<file path="src/rtl/bus_arbiter_router.sv">
// rtl/bus_arbiter_router.sv - two-master round-robin arbiter and three-slave setup/access sequencer
module bus_arbiter_router #(
  parameter int ADDR_W = 16,
  parameter int DATA_W = 16
) (
  input  logic              clk,
  input  logic              rst_n,
  input  logic              m0_req,
  input  logic              m0_wr,
  input  logic [ADDR_W-1:0] m0_addr,
  input  logic [DATA_W-1:0] m0_wdata,
  output logic              m0_ack,
  output logic              m0_err,
  output logic [DATA_W-1:0] m0_rdata,
  input  logic              m1_req,
  input  logic              m1_wr,
  input  logic [ADDR_W-1:0] m1_addr,
  input  logic [DATA_W-1:0] m1_wdata,
  output logic              m1_ack,
  output logic              m1_err,
  output logic [DATA_W-1:0] m1_rdata,
  output logic [ADDR_W-1:0] s_addr,
  output logic [DATA_W-1:0] s_wdata,
  output logic              s_wr,
  output logic              s_enable,
  output logic              s0_sel,
  output logic              s1_sel,
  output logic              s2_sel,
  input  logic [DATA_W-1:0] s0_rdata,
  input  logic [DATA_W-1:0] s1_rdata,
  input  logic [DATA_W-1:0] s2_rdata,
  output logic              busy,
  output logic              grant
);

  typedef enum logic [1:0] {S_IDLE, S_SETUP, S_ACCESS, S_RESP} state_t;

  state_t              r_state;
  logic                r_last_grant;
  logic                r_grant;
  logic [ADDR_W-1:0]   r_addr;
  logic                r_wr;
  logic [DATA_W-1:0]   r_wdata;
  logic [2:0]          r_sel;
  logic                r_enable;
  logic [1:0]          r_ack;
  logic                r_err;
  logic [DATA_W-1:0]   r_m0_rdata;
  logic [DATA_W-1:0]   r_m1_rdata;

  logic                w_pick;
  logic [ADDR_W-1:0]   w_addr;
  logic                w_wr;
  logic [DATA_W-1:0]   w_wdata;
  logic [2:0]          w_sel_dec;
  logic [DATA_W-1:0]   w_rdata;
  logic                w_rd_resp;

  // On contention the master that did not win last time gets the bus.
  assign w_pick  = (m0_req && m1_req) ? ~r_last_grant : m1_req;
  assign w_addr  = w_pick ? m1_addr  : m0_addr;
  assign w_wr    = w_pick ? m1_wr    : m0_wr;
  assign w_wdata = w_pick ? m1_wdata : m0_wdata;

  always_comb begin
    w_sel_dec = 3'b000;
    case (w_addr[ADDR_W-1:ADDR_W-2])
      2'b00:   w_sel_dec = 3'b001;
      2'b01:   w_sel_dec = 3'b010;
      2'b10:   w_sel_dec = 3'b100;
      default: w_sel_dec = 3'b000;
    endcase
  end

  always_comb begin
    w_rdata = '0;
    case (r_addr[ADDR_W-1:ADDR_W-2])
      2'b00:   w_rdata = s0_rdata;
      2'b01:   w_rdata = s1_rdata;
      2'b10:   w_rdata = s2_rdata;
      default: w_rdata = '0;
    endcase
  end

  always_ff @(posedge clk or negedge rst_n) begin
    if (!rst_n) begin
      r_state      <= S_IDLE;
      r_last_grant <= 1'b1;
      r_grant      <= 1'b0;
      r_addr       <= '0;
      r_wr         <= 1'b0;
      r_wdata      <= '0;
      r_sel        <= 3'b000;
      r_enable     <= 1'b0;
      r_ack        <= 2'b00;
      r_err        <= 1'b0;
      r_m0_rdata   <= '0;
      r_m1_rdata   <= '0;
    end else begin
      case (r_state)
        S_IDLE: begin
          if (m0_req || m1_req) begin
            r_grant      <= w_pick;
            r_last_grant <= w_pick;
            r_addr       <= w_addr;
            r_wr         <= w_wr;
            r_wdata      <= w_wdata;
            r_sel        <= w_sel_dec;
            r_state      <= S_SETUP;
          end
        end
        S_SETUP: begin
          r_enable <= 1'b1;
          r_state  <= S_ACCESS;
        end
        S_ACCESS: begin
          r_sel    <= 3'b000;
          r_enable <= 1'b0;
          r_ack    <= r_grant ? 2'b10 : 2'b01;
          r_err    <= &r_addr[ADDR_W-1:ADDR_W-2];
          r_state  <= S_RESP;
        end
        S_RESP: begin
          r_ack <= 2'b00;
          r_err <= 1'b0;
          if (!r_wr) begin
            if (r_grant) r_m1_rdata <= w_rdata;
            else         r_m0_rdata <= w_rdata;
          end
          r_state <= S_IDLE;
        end
        default: r_state <= S_IDLE;
      endcase
    end
  end

  // Read data is forwarded straight from the slave during RESP so it is valid with ack.
  assign w_rd_resp = (r_state == S_RESP) && !r_wr;
  assign m0_rdata  = (w_rd_resp && !r_grant) ? w_rdata : r_m0_rdata;
  assign m1_rdata  = (w_rd_resp &&  r_grant) ? w_rdata : r_m1_rdata;
  assign m0_ack    = r_ack[0];
  assign m1_ack    = r_ack[1];
  assign m0_err    = r_ack[0] & r_err;
  assign m1_err    = r_ack[1] & r_err;

  assign s_addr    = {2'b00, r_addr[ADDR_W-3:0]};
  assign s_wdata   = r_wdata;
  assign s_wr      = r_wr;
  assign s_enable  = r_enable;
  assign s0_sel    = r_sel[0];
  assign s1_sel    = r_sel[1];
  assign s2_sel    = r_sel[2];
  assign busy      = (r_state != S_IDLE);
  assign grant     = r_grant;

endmodule
</file>
<file path="config.mk">
export PLATFORM = sky130hd
export DESIGN_NAME = bus_arbiter_router
export DESIGN_NICKNAME = d
export VERILOG_FILES = /design/src/rtl/bus_arbiter_router.sv
export SDC_FILE = /design/constraint.sdc
export NUM_CORES = 1
export LEC_CHECK = 0
export BUFFER_PORTS_ARGS = -buffer_cell sky130_fd_sc_hd__buf_2
export CORE_ASPECT_RATIO = 0.6
export CORE_MARGIN = 3
export CORE_UTILIZATION = 52
export CTS_BUF_LIST = sky130_fd_sc_hd__clkbuf_2 sky130_fd_sc_hd__clkbuf_4 sky130_fd_sc_hd__clkbuf_8
export DETAILED_ROUTE_END_ITERATION = 10
export PLACE_DENSITY = 0.95
export SLEW_MARGIN = 20
export SYNTH_ARGS = -nofsm -noshare
export SYNTH_HDL_FRONTEND = slang
export SYNTH_SLANG_ARGS = --single-unit
</file>
<file path="constraint.sdc">
create_clock -name clk -period 4.3 [get_ports clk]
set_clock_uncertainty 0.1 [all_clocks]
set_input_delay 0.645 -clock clk [delete_from_list [all_inputs] [get_ports clk]]
set_output_delay 0.645 -clock clk [all_outputs]
set_load 0.005 [all_outputs]
</file>
# Yosys cells after proc, flatten, opt, wreduce, memory -nomap -nowiden
# Index checks and enable logic that the tools add are counted.
[op_classes]
n_bitwise = 5
reduce_logical = 19
eq_ne = 8
muxes = 16
[op_table]
columns = ["op", "count"]
rows = [
  ["$mux W16", 4],
  ["$pmux W16 S3", 1],
  ["$pmux W3 S3", 1],
  ["$eq A2 B2 Y1 const B", 4],
  ["$pmux W2 S4", 1],
  ["$reduce_bool A2 Y1", 4],
  ["$eq A2 B1 Y1 const B", 3],
  ["$logic_not A2 Y1", 3],
  ["$pmux W3 S2", 1],
  ["$reduce_and A2 Y1", 3],
  ["$reduce_and A3 Y1", 2],
  ["$logic_and A1 B1 Y1", 4],
  ["$mux W2", 2],
  ["$pmux W1 S2", 2],
  ["$pmux W2 S2", 1],
  ["$mux W3", 1],
  ["$not A1 Y1", 3],
  ["$and A1 B1 Y1", 2],
  ["$logic_not A1 Y1", 2],
  ["$mux W1", 2],
  ["$ne A2 B2 Y1 const B", 1],
  ["$logic_or A1 B1 Y1", 1],
]
[totals]
output_inout_bits = 75
reg_bits = 76
in_bits = 118

# Longest topological paths before layout
[logic_depth]
word_depth = 7
ltp_mapped = 7
mapped_depth_nobuf = 5

# Least setup slack after synthesis
# OpenSTA, ideal clock, no wires.
[synth_path]
kind = "reg-to-output"
from = "register r_state[1]"
to = "output m0_rdata[10]"
stages_incl_launch_ff = 6
slack_ps = 2272
path_buffers = 1
arrival_time_ps = 1283
required_time_ps = 3555
path_cell_list = "dfrtp_1 > ha_1 > nor3b_2 > clkbuf_1 > nor2_1 > a21oi_1"
[synth_between]
elab_chain_len = 4
[synth_rtl]
columns = ["item", "line", "source"]
rows = [
  ["start: declaration", "38", "state_t r_state;"],
  ["start signal: assignment", "87", "r_state <= S_IDLE;"],
  ["start signal: assignment", "109", "r_state <= S_SETUP;"],
  ["start signal: assignment", "114", "r_state <= S_ACCESS;"],
  ["$eq A2 B2 Y1", "138", "assign w_rd_resp = (r_state == S_RESP) && !r_wr;"],
  ["$logic_and A1 B1 Y1", "138", ""],
  ["$logic_and A1 B1 Y1", "139", "assign m0_rdata = (w_rd_resp && !r_grant) ? w_rdata : r_m0_rdata;"],
  ["$mux W16", "139", ""],
  ["end: declaration", "14", "output logic [DATA_W-1:0] m0_rdata,"],
]
# No other way between the ends.

# Final worst setup path
[layout_path]
from = "register r_addr[15]"
to = "output m1_rdata[3]"
[layout_between]
elab_chain_len = 3
elab_cells_between_ends = 5
cone_classes = "eq/ne: 2; mux: 2; reduce/logical: 1"
[layout_rtl]
columns = ["item", "line", "source"]
rows = [
  ["start: declaration", "41", "logic [ADDR_W-1:0] r_addr;"],
  ["start signal: assignment", "105", "r_addr <= w_addr;"],
  ["$eq A2 B2 Y1, or another cell as far along", "77", "case (r_addr[ADDR_W-1:ADDR_W-2])"],
  ["$pmux W16 S3 (*)", "77", ""],
  ["$mux W16 (*)", "140", "assign m1_rdata = (w_rd_resp && r_grant) ? w_rdata : r_m1_rdata;"],
  ["end: declaration", "21", "output logic [DATA_W-1:0] m1_rdata,"],
]
# Mark *: on every way between the ends. The rest lies on a longest branch, timed or not.

==> impl_metrics.py <==
metrics = {
    "outcome": {
        "status": "finished clean",
    },
    "synth": {
        "synth_top_family_by_area": "compound AO/OA/AOI/OAI gates",
        "synthAdderAreaFrac": 0.0127,
        "synth-compound-area-share": 0.196,
        "synth_largest_area_cell": "dfrtp_1",
        "avgSynthCellArea_um2": 10.2,
        "ys_top_cells_by_area": "dfrtp_1 (48%), mux2i_1 (13%), nand2_1 (4.7%), a21oi_1 (4.4%), o21ai_0 (4.2%)",
        "synthXorXnorAreaFrac": 0,
        "ys_seq_area_frac": 0.482,
        "synth-simple-area-share": 0.0849,
        "yosysUniqueCellTypes": 33,
        "yosys_register_bits": 76,
        "yosysWarnings": 0,
        "synthMuxAreaShare": 0.141,
        "synth.top_cell.area_share": 0.475,
        "netlist_area_mm2": 0.00395,
        "synth_cells": 388,
    },
    "cells_and_area": {
        "area_delta_synth_final_pct": 27.1,
        "final_cells": 656,
        "antennaDiodeCount": 0,
        "final_net_count": 674,
        "fillers": 530,
        "fin_util": 0.715,
        "final_layout_size_suffix_gt1_frac": 0.412,
    },
    "clock_tree": {
        "numCtsBuffers": 9,
        "clockBufferDepth": 2,
        "cts_setup_buffers": 0,
        "cts-hold-fix-buffers": 0,
        "ctsHtreeMaxLevel": 3,
        "clock_sinks": 76,
        "cts_tree": "done",
        "cts_resized": 0,
        "root_buffer": "clkbuf_8",
        "clk_pin_slew_ns": 0.07,
        "clock_latency_ns": 0.34,
    },
    "global_routing": {
        "gr-total-overflow": 0,
        "grt_pass1_vias": 3289,
        "antenna_found_initial": 0,
        "track_usage": 0.234,
        "grt_max_degree": 77,
        "grt_pass1_wl_um": 16100,
    },
    "floorplanning": {
        "num_rows": 23,
        "start_util": 0.562,
        "io_pins": 193,
        "die_x_um": 119,
        "core_mm2": 0.00702,
        "die_y_um": 73.5,
        "dieArea_mm2": 0.00871,
    },
    "drt": {
        "drt-initial-drc-count": 218,
        "route.vias.total": 3357,
        "finalWirelength_um": 9860,
        "firstDrtPassIters": 5,
        "post_drt_wl_per_cell_um": 15.0,
        "drcViolationCount": 0,
        "ant_nets": 0,
        "vias_per_cell": 5.12,
    },
    "worst_setup_path": {
        "regToRegEndpoint": "r_sel[1]",
        "worstSetupEndpointType": "output port",
        "rrSetupSlack_ns": 2.25,
        "arrival_ns": 2.16,
        "cp_slowest_cell": "nor2b_2",
        "crit_chain": "nor2b_2 > a2bb2oi_1 > o21ai_0 > buf_2",
        "crit_required_ns": 3.56,
        "start_kind": "flip-flop",
        "timing_worst_setup_path_type": "reg2out",
        "critPathLaunch": "r_addr[15]",
        "cpPeakStageDelay_ns": 0.80,
        "r2r-start": "r_state[0]",
        "cp_max_fo": 16,
        "rr_worst_depth": 6,
    },
    "placement": {
        "dp_hpwl_um": 7430,
        "place_congestion": 0.756,
        "dp.cells": 641,
        "numPortBuffers": 190,
    },
    "worst_hold_path": {
        "min_path_type": "in2async",
    },
    "power_and_ir_drop": {
        "p_leak_nw": 2.57,
        "ir_worst_vdd_mv": 0.337,
        "powerDensity_mw_per_mm2": 712,
    },
    "sta": {
        "hold_ws_ns": 0.336,
        "fmax_mhz": 344,
        "fin_tns_setup_ns": 0,
        "hold_violations": 0,
        "setup_viol": 0,
        "fin_crit_sh": 0.676,
        "rsz0062_at_grt": "false",
        "drv_slew": 0,
        "worst_pin_slew_ns": 1.02,
        "min_period_ns": 2.91,
        "maxSlewHeadroom": 0.314,
    },
    "flow_run": {
        "max_cap_viol_count": 0,
    },
}
## kinds of logic after synthesis
| kind of cell | Yosys count |
|---|---|
| other | 1 |
| flip-flops | 76 |
| adder cells (fa/ha/maj) | 4 |
| AND/OR/NAND/NOR | 79 |
| AO/OA/AOI/OAI | 124 |
| buffers and inverters | 49 |
| multiplexers | 55 |
## sequential cells by signal, summed over array words and instances, names as in the netlist, 2 cells and up
name,flops
r_ack,2
r_addr,16
r_m0_rdata,16
r_m1_rdata,16
r_sel,3
r_state,2
s_wdata,16
## cell usage after synthesis, drive strengths merged
| cell | number |
|---|---|
| nand2 | 49 |
| mux2i | 53 |
| dfrtp | 75 |
| o21bai | 1 |
| mux2 | 2 |
| a21oi | 35 |
| nand2b | 3 |
| and2 | 2 |
| nor3b | 2 |
| nand3 | 1 |
| conb | 1 |
| inv | 5 |
| nor2b | 1 |
| a21boi | 1 |
| a32o | 2 |
| clkbuf | 10 |
| a31oi | 1 |
| a2bb2oi | 16 |
| nor2 | 19 |
| a22o | 2 |
| nor3 | 1 |
| o21ai | 66 |
| ha | 4 |
| nand3b | 1 |
| buf | 34 |
| dfstp | 1 |
## per-layer routing
layer | wire length (um) | GRT usage
met1 | 4220 | 0.295
met2 | 4770 | 0.401
met3 | 790 | 0.0669
met4 | 82 | 0.0693
met5 | 0 | 0
## per-stage QoR
step / power (mW) / setup WS (ns) / area [um^2]
global route: 3.85 / 1.18 / 5020
detailed placement: 2.99 / 1.73 / 4790
global placement: 2.89 / 1.82 / 4790
finish: 3.57 / 1.39 / 5020
CTS: 3.60 / 1.36 / 5020
floorplan: 2.43 / 2.27 / 3950
## cell type report
class	count	area, um^2	area share
Clock inverter	4	72.6	0.0145
Timing Repair Buffer	196	998	0.199
Clock buffer	11	151	0.0302
Multi-Input combinational cell	264	1750	0.348
Inverter	5	18.8	0.00374
Tap cell	100	125	0.0249
Sequential cell	76	1900	0.379
## worst max-delay path, delay by kind of cell, from the launching register on
family | cells | cell delay (ns)
DFF | 1 | 0.39
buffers and inverters | 1 | 0.15
AOI/OAI and AO/OA | 2 | 0.48
and+or+nand+nor | 1 | 0.80
## where the power goes
group | total [mW] | leakage, nW | switching [mW] | internal, mW
clock | 0.609 | 0.111 | 0.254 | 0.354
sequential | 1.22 | 0.914 | 0.160 | 1.06
combinational | 1.74 | 1.54 | 0.961 | 0.778
total | 3.57 | 2.57 | 1.38 | 2.20
## cell usage in the layout, fill, tap and decap left out, types with 2 or more instances in the layout
cell type / n
o21ai_0: 33
conb_1: 2
a2bb2oi_2: 10
nand2b_1: 3
bufinv_16: 2
a32o_1: 2
nor2_1: 19
mux2i_1: 53
dfrtp_1: 75
buf_4: 7
a2bb2oi_1: 6
buf_2: 189
inv_1: 5
ha_1: 4
nand2_1: 49
a22o_1: 2
and2_1: 2
a21oi_1: 35
clkbuf_8: 11
o21ai_1: 32
## worst max-delay path by stage
stage,end,slack (ns),cells past startpoint
floorplan,m0_rdata[10],2.27,5
global placement,m0_rdata[3],1.82,4
detailed placement,m1_rdata[3],1.73,4
CTS,m1_rdata[3],1.36,4
global route,m1_rdata[2],1.18,4
finish,m1_rdata[3],1.39,4
(Power assumes the default switching activity.)
